===== src/rtl/regfile_pkg.sv =====
// Shared defaults and FSM state type for the auto-clearing register file.
package regfile_pkg;

    localparam int DEF_WIDTH  = 32;
    localparam int DEF_ADDR_W = 5;

    typedef enum logic {
        CLEAR = 1'b0,
        READY = 1'b1
    } state_t;

endpackage


===== src/rtl/regfile_clear_seq.sv =====
// Clear sequencer: sweeps every register index once after reset or on request,
// holding Busy high until the final index has been written.
module regfile_clear_seq
    import regfile_pkg::*;
#(
    parameter int ADDR_W = DEF_ADDR_W
) (
    input  logic              Clk,
    input  logic              Reset_n,
    input  logic              ClearReq,
    output logic              Busy,
    output logic [ADDR_W-1:0] ClrIdx,
    output logic              ClrWe
);

    localparam logic [ADDR_W-1:0] LAST_IDX = '1;

    state_t            state, state_nxt;
    logic [ADDR_W-1:0] idx_nxt;
    logic              busy_nxt;

    // NOTE: sequential state uses non-blocking assignments so every flop samples pre-edge values.
    always_ff @(posedge Clk or negedge Reset_n) begin
        if (!Reset_n) begin
            state  <= CLEAR;
            ClrIdx <= '0;
            Busy   <= 1'b1;
        end else begin
            state  <= state_nxt;
            ClrIdx <= idx_nxt;
            Busy   <= busy_nxt;
        end
    end

    // NOTE: every output of this block gets a default first, so no path can infer a latch.
    always_comb begin
        state_nxt = state;
        idx_nxt   = ClrIdx;
        busy_nxt  = Busy;
        ClrWe     = 1'b0;
        case (state)
            CLEAR: begin
                ClrWe   = 1'b1;
                idx_nxt = ClrIdx + ADDR_W'(1);  // wraps to 0 on the terminal write
                if (ClrIdx == LAST_IDX) begin
                    state_nxt = READY;
                    busy_nxt  = 1'b0;
                end
            end
            READY: begin
                if (ClearReq) begin
                    state_nxt = CLEAR;
                    idx_nxt   = '0;
                    busy_nxt  = 1'b1;
                end
            end
            default: begin
                state_nxt = CLEAR;
                idx_nxt   = '0;
                busy_nxt  = 1'b1;
            end
        endcase
    end

endmodule


===== src/rtl/regfile_autoclear.sv =====
// 2-read/1-write register file with register 0 hard-wired to zero and a clear sweep.
// Optional write-through read bypass is enabled by defining REGFILE_BYPASS_EN.
module regfile_autoclear
    import regfile_pkg::*;
#(
    parameter int WIDTH  = DEF_WIDTH,
    parameter int ADDR_W = DEF_ADDR_W
) (
    input  logic              Clk,
    input  logic              Reset_n,
    input  logic [ADDR_W-1:0] ReadRegister1,
    input  logic [ADDR_W-1:0] ReadRegister2,
    output logic [WIDTH-1:0]  ReadData1,
    output logic [WIDTH-1:0]  ReadData2,
    input  logic [ADDR_W-1:0] WriteRegister,
    input  logic [WIDTH-1:0]  WriteData,
    input  logic              RegWrite,
    input  logic              ClearReq,
    output logic              Busy
);

    localparam int DEPTH = 2 ** ADDR_W;

    logic [WIDTH-1:0]  regs [DEPTH];
    logic [ADDR_W-1:0] clr_idx;
    logic              clr_we;
    logic              port_we;

    regfile_clear_seq #(.ADDR_W(ADDR_W)) u_clear_seq (
        .Clk      (Clk),
        .Reset_n  (Reset_n),
        .ClearReq (ClearReq),
        .Busy     (Busy),
        .ClrIdx   (clr_idx),
        .ClrWe    (clr_we)
    );

    // A clear request in READY drops a coincident port write.
    assign port_we = !Busy && RegWrite && (WriteRegister != '0) && !ClearReq;

    // NOTE: the array has no reset; its contents are zeroed by the clear sweep instead.
    always_ff @(posedge Clk) begin
        if (clr_we) begin
            regs[clr_idx] <= '0;
        end else if (port_we) begin
            regs[WriteRegister] <= WriteData;
        end
    end

    always_comb begin
        ReadData1 = regs[ReadRegister1];
        ReadData2 = regs[ReadRegister2];
`ifdef REGFILE_BYPASS_EN
        if (RegWrite && (WriteRegister != '0) && (WriteRegister == ReadRegister1))
            ReadData1 = WriteData;
        if (RegWrite && (WriteRegister != '0) && (WriteRegister == ReadRegister2))
            ReadData2 = WriteData;
`endif
        // Busy and address 0 take priority over array contents and bypass.
        if (Busy || (ReadRegister1 == '0)) ReadData1 = '0;
        if (Busy || (ReadRegister2 == '0)) ReadData2 = '0;
    end

endmodule


===== config.mk =====
export PLATFORM = sky130hd
export DESIGN_NAME = regfile_autoclear
export DESIGN_NICKNAME = d
export VERILOG_FILES = /design/src/rtl/regfile_pkg.sv /design/src/rtl/regfile_clear_seq.sv /design/src/rtl/regfile_autoclear.sv
export SDC_FILE = /design/constraint.sdc
export NUM_CORES = 1
export LEC_CHECK = 0
export CAP_MARGIN = 20
export CORE_UTILIZATION = 30
export DETAILED_ROUTE_END_ITERATION = 10
export MAX_ROUTING_LAYER = met4
export SLEW_MARGIN = 25
export SYNTH_ARGS = -nofsm -noshare
export SYNTH_HDL_FRONTEND = slang
export SYNTH_SLANG_ARGS = --single-unit

===== constraint.sdc =====
create_clock -name Clk -period 4.48 [get_ports Clk]
set_input_delay 0.672 -clock Clk [delete_from_list [all_inputs] [get_ports Clk]]
set_output_delay 0.672 -clock Clk [all_outputs]
set_load 0.01 [all_outputs]

---- Word-level counts from Yosys, hierarchy flattened ----
Memories as Yosys holds them, arrays and structs flattened.
Index checks and enable logic that the tools add are counted.
operators by class
  add/subtract/negate cells ............... 1
  eq/ne operators ......................... 3
  mux-type cells .......................... 17
  bitwise operators ....................... 1
  reduce and logical (&&, ||, !) cells .... 12
operators by type and width
  operator                                                                 number
  32-bit two-way mux                                                       3
  32-bit OR reduction                                                      1
  5-bit logical NOT                                                        2
  5-bit two-way mux                                                        2
  5-bit one-hot mux with 2 select lines                                    1
  1-bit two-way mux                                                        9
  5-bit by 1-bit adder with 5-bit output, second input constant            1
  5-bit equality test, second input constant                               1
  5-bit nonzero test                                                       1
  1-bit one-hot mux with 2 select lines                                    2
  1-bit logical AND                                                        3
  1-bit logical NOT                                                        2
  1-bit logical OR                                                         2
  2-bit by 1-bit inequality test with 1-bit output, second input constant  1
  2-bit inequality test, second input constant                             1
  2-bit AND reduction                                                      1
  1-bit NOT                                                                1
storage, ports and cells
  flip-flop bits (word level) ............. 7
  RAM bits ................................ 1,024
  input port bits ......................... 51
  word-level logic and storage cells ...... 38
  memories kept ........................... 1
memories
  name  depth  width  rd ports  clocked after Yosys merged registers in  wr ports  line                     RTL
  regs  32     32     2         0                                        1         regfile_autoclear.sv:24  logic [WIDTH-1:0] regs [DEPTH];

---- Logic depth before layout (Yosys ltp) ----
  depth after elaboration ................. 9
  gate-level depth with buffers ........... 8
  mapped depth without buffers ............ 4

---- By module ----
From an unflattened synthesis, not the netlist that was laid out.
unflattened totals
  cell total of the unflattened synthesis .. 2,367
  area, all modules ....................... 47,889.7 µm²
modules (own cells, without submodules)
  module             times used  cells each  area each (µm²)
  regfile_autoclear  1           2,338       47,561.9
  regfile_clear_seq  1           29          327.8

---- Worst setup path after synthesis ----
No wires, ideal clock.
  kind .................................... input to register
  from .................................... in ClearReq
  to ...................................... mem regs[13][0] in the netlist's numbering, enable pin
  setup time .............................. 461 ps
  arrival ................................. 3,957 ps
  data required time ...................... 4,019 ps
  path slack .............................. 62 ps
  stages on the path ...................... 5
  cell sequence ........................... nand4bb_1 > buf_2 > a21oi_1 > mux2_2 > nor3_1
between the ends
  cells in the longest elaborated chain, start to end .. 7
  elaborated cells between the ends (all ways) .. 8
  classes of those cells .................. mux: 5; reduce/logical: 3
RTL lines
  element                                                           line                     RTL
  start: declaration                                                regfile_autoclear.sv:18  input logic ClearReq,
  1-bit logical NOT (*)                                             regfile_autoclear.sv:39  assign port_we = !Busy && RegWrite && (WriteRegister != '0) && !ClearReq;
  1-bit logical AND (*)                                             regfile_autoclear.sv:39
  1-bit two-way mux (*)                                             regfile_autoclear.sv:45  end else if (port_we) begin
  1-bit two-way mux (*)                                             regfile_autoclear.sv:43  if (clr_we) begin
  1-bit two-way mux (implied by the code) (*)                       regfile_autoclear.sv:46  regs[WriteRegister] <= WriteData;
  32-bit OR reduction (no line)                                     --
  5-bit two-way mux (no line) or 1-bit two-way mux (tied branches)  --
  end: declaration                                                  regfile_autoclear.sv:24
Mark *: on every way between the ends. The rest lies on a longest branch, timed or not.

---- Worst setup path after layout ----
  from .................................... in ReadRegister2[0]
  to ...................................... out ReadData2[17]
between the ends
  cells in the longest elaborated chain, start to end .. 3
  elaborated cells between the ends (all ways) .. 4
  classes of those cells .................. mux: 1; reduce/logical: 2; memory: 1
RTL lines
  element                                                                     line                     RTL
  start: declaration                                                          regfile_autoclear.sv:12  input logic [ADDR_W-1:0] ReadRegister2,
  parallel branches: the longest is 2 deep, another holds memory 32 x 32 bit  --
  32-bit two-way mux (*)                                                      regfile_autoclear.sv:61  if (Busy || (ReadRegister2 == '0)) ReadData2 = '0;
  end: declaration                                                            regfile_autoclear.sv:14  output logic [WIDTH-1:0] ReadData2,
Every way passes the cells marked *.

==> impl_metrics.tcl <==
set metrics [dict create \
    hpwl_um 95400 \
    p_comb_frac 0.182 \
    synthTopCellsByArea "edfxtp_1 (64%), mux4_2 (12%), mux2i_1 (11%)" \
    crit_required_ns 3.81 \
    area.sequential_um2 30900 \
    yosysWarningCount 0 \
    cts.repair.resized 0 \
    cts_root_buf "clkbuf_16" \
    numCtsBuffers 101 \
    vias 30000 \
    ys_ff_latch 1031 \
    cp-end-kind "output pin" \
    finalSetupTns_ns 0 \
    grt_use_total 0.200 \
    fmax_ghz 0.248 \
    first_iter_violations 3643 \
    synth_top_flop_cell "edfxtp_1" \
    slew_headroom 0.304 \
    worstReg2RegStart "u_clear_seq.state" \
    fp.dieH_um 403 \
    r2r_slack_ns 1.30 \
    clk_pin_slew_ns 0.06 \
    switching_share 0.281 \
    worst_ep_arrival_time_ns 3.36 \
    syn_area_um2 48300 \
    initial_utilization 0.303 \
    synth_fa_ha_area_frac 0.000518 \
    powerDensity_nw_per_um2 447 \
    worstSetupPathType "input pin to output pin" \
    p_int_mw 18.3 \
    startpoint_type "input pin" \
    viasPerCell 5.72 \
    grt_pass1_vias 30100 \
    synth_xor_area_frac 0.000363 \
    wl_um 161000 \
    clk_latency_ns 0.74 \
    p_leak_nw 19.4 \
    grt_antenna_before_repair 5 \
    hold_viol 0 \
    cts_tree "built" \
    setup_viol 0 \
    core_um2 159000 \
    firstDrtPassIters 6 \
    wl_per_cell_um 30.6 \
    port_buffers 115 \
    final.period_utilization 0.901 \
    cp_slowest_cell "clkdlybuf4s50_1" \
    postCtsSetupBuffers 0 \
    async_reset_ff_frac 0.00679 \
    rsz0062_at_grt "false" \
    rows 146 \
    grt_pass1_wl_um 225000 \
    p_sw_mw 7.16 \
    syn_nets 2888 \
    cts.htree.levels 3 \
    clock_power_share 0.344 \
    synth.top_cell.area_share 0.637 \
    ios 116 \
    cts.path.max_buffers 3 \
    max_stage_delay_ns 0.55 \
    ir_drop_mv 0.344 \
    seqPwrFrac 0.473 \
    postLayoutCellArea_um2 56900 \
    slew_violations 0 \
    cts.hold.buffers_added 0 \
    clock_skew_ns 0.0483 \
    path_cells "buf_8 > buf_4 > mux4_2 > a22o_1 > a31oi_1 > nand4_1 > clkdlybuf4s50_1" \
    place_area_um2 53600 \
    yosysSeqAreaShare 0.640 \
    grt_max_degree 60 \
    gr-total-overflow 0 \
    status "finished clean" \
    yosysTopAreaCell "edfxtp_1" \
    synth_simple_gate_area_frac 0.0433 \
    synth_top_family_by_area "multiplexers" \
    path_max_fanout 31 \
    syn_to_final_growth_pct 17.9 \
    drive_gt1_frac 0.217 \
    reg2reg_to "regs[8][26]" \
    max-cap-violations 0 \
    min_period_ns 4.04 \
    drc 0 \
    synth_edf_count 1024 \
    synth_compound_area_frac 0.0627 \
    die_w_um 403 \
    nFillCells 14800 \
    antenna_left 0 \
    gp_congestion 0.819 \
    synth_cells 2835 \
    multi_input_area_um2 16400 \
    muxShareOfSynthArea 0.226 \
    ys_types 50 \
    clock_sink_count 1031 \
    synth.most_common_cell "edfxtp_1" \
    nets 3073 \
    fp.dieArea_um2 163000 \
    netlist_top_cells_count "edfxtp_1 (1024), mux2i_1 (520), a22oi_1 (287), mux4_2 (252), nand3_1 (138)" \
    hold_path_class "input pin to asynchronous set/reset pin" \
    tightest_slew_ns 1.04 \
    reg2reg_depth 6 \
    avgSynthCellArea_um2 17.0 \
]
==> sequential cells by signal (all words and copies together), names as in the netlist <==
register	cells
u_clear_seq.state	1
regs	1024
u_clear_seq.ClrIdx	5
u_clear_seq.Busy	1
==> layout make-up <==
cell class | instances | area share
antenna | 1 | 0.0000440
clock buffer | 116 | 0.0454
clock inverter | 71 | 0.0140
inverter | 6 | 0.000396
multi-input combinational | 1566 | 0.289
sequential | 1031 | 0.543
tap | 2146 | 0.0472
timing repair buffer | 314 | 0.0612
==> per-stage QoR <==
step	setup WS, ns	utilization	instances	power [mW]	hold WS, ns
6_report	0.443	0.358	5251	25.4	0.249
5_1_grt	0.409	0.358	5250	26.1	0.276
4_1_cts	0.472	0.358	5250	25.5	0.225
3_5_place_dp	0.483	0.337	5063	16.9	0.598
3_3_place_gp	0.475	0.337	5063	16.8	0.576
2_1_floorplan	0.0624	-	2835	14.6	0.376
==> cells by family after synthesis <==
kind of cell	Yosys count
AOI/OAI and AO/OA	411
muxes	774
xor gates and xnor gates	2
and+or+nand+nor	377
DFF	1031
buffers and inverters	238
adders and majority gates	2
==> worst max-delay path by stage <==
stage                          start             to  depth (start not counted)
CTS                 ReadRegister1[0]   ReadData1[9]                          7
floorplan                   ClearReq    regs[13][0]                          5
global route        ReadRegister1[0]   ReadData1[9]                          7
finish              ReadRegister2[0]  ReadData2[17]                          7
detailed placement  ReadRegister1[0]   ReadData1[9]                          7
global placement    ReadRegister2[0]   ReadData2[2]                          6
==> layout by cell type (no fill, tap or decap), types with 32 or more instances in the layout <==
cell                n
a31oi_1            40
buf_4             134
a22oi_1           287
and2_1             32
clkdlybuf4s50_1   109
buf_12             65
nand3_1           138
nand4_1            64
mux2i_1           520
a22o_1             35
nand2_1            37
edfxtp_1         1024
clkbuf_16         101
mux4_2            252
==> critical path: cells and delay by family <==
family / cells / cell delay, ns
buffers and inverters: 3 / 1.25
AO/OA/AOI/OAI: 2 / 0.60
multiplexers: 1 / 0.53
AND/OR/NAND/NOR: 1 / 0.24
==> power groups by stage <==
| stage | clock [mW] | sequential (mW) | combinational, mW |
|---|---|---|---|
| floorplan | 0 | 12.3 | 2.36 |
| global placement | 0 | 12.2 | 4.61 |
| detailed placement | 0 | 12.2 | 4.64 |
| CTS | 8.85 | 12.0 | 4.65 |
| global route | 9.17 | 12.1 | 4.80 |
| finish | 8.76 | 12.0 | 4.64 |
==> per-layer routing <==
layer  vias up  part of all wire  global-route usage
li1      12300                 -                   -
met1     16000              0.40               0.250
met2      1469              0.50               0.336
met3       294             0.070              0.0236
met4         0             0.032              0.0658
met5         -                 0                   -
(Power assumes the default switching activity.)
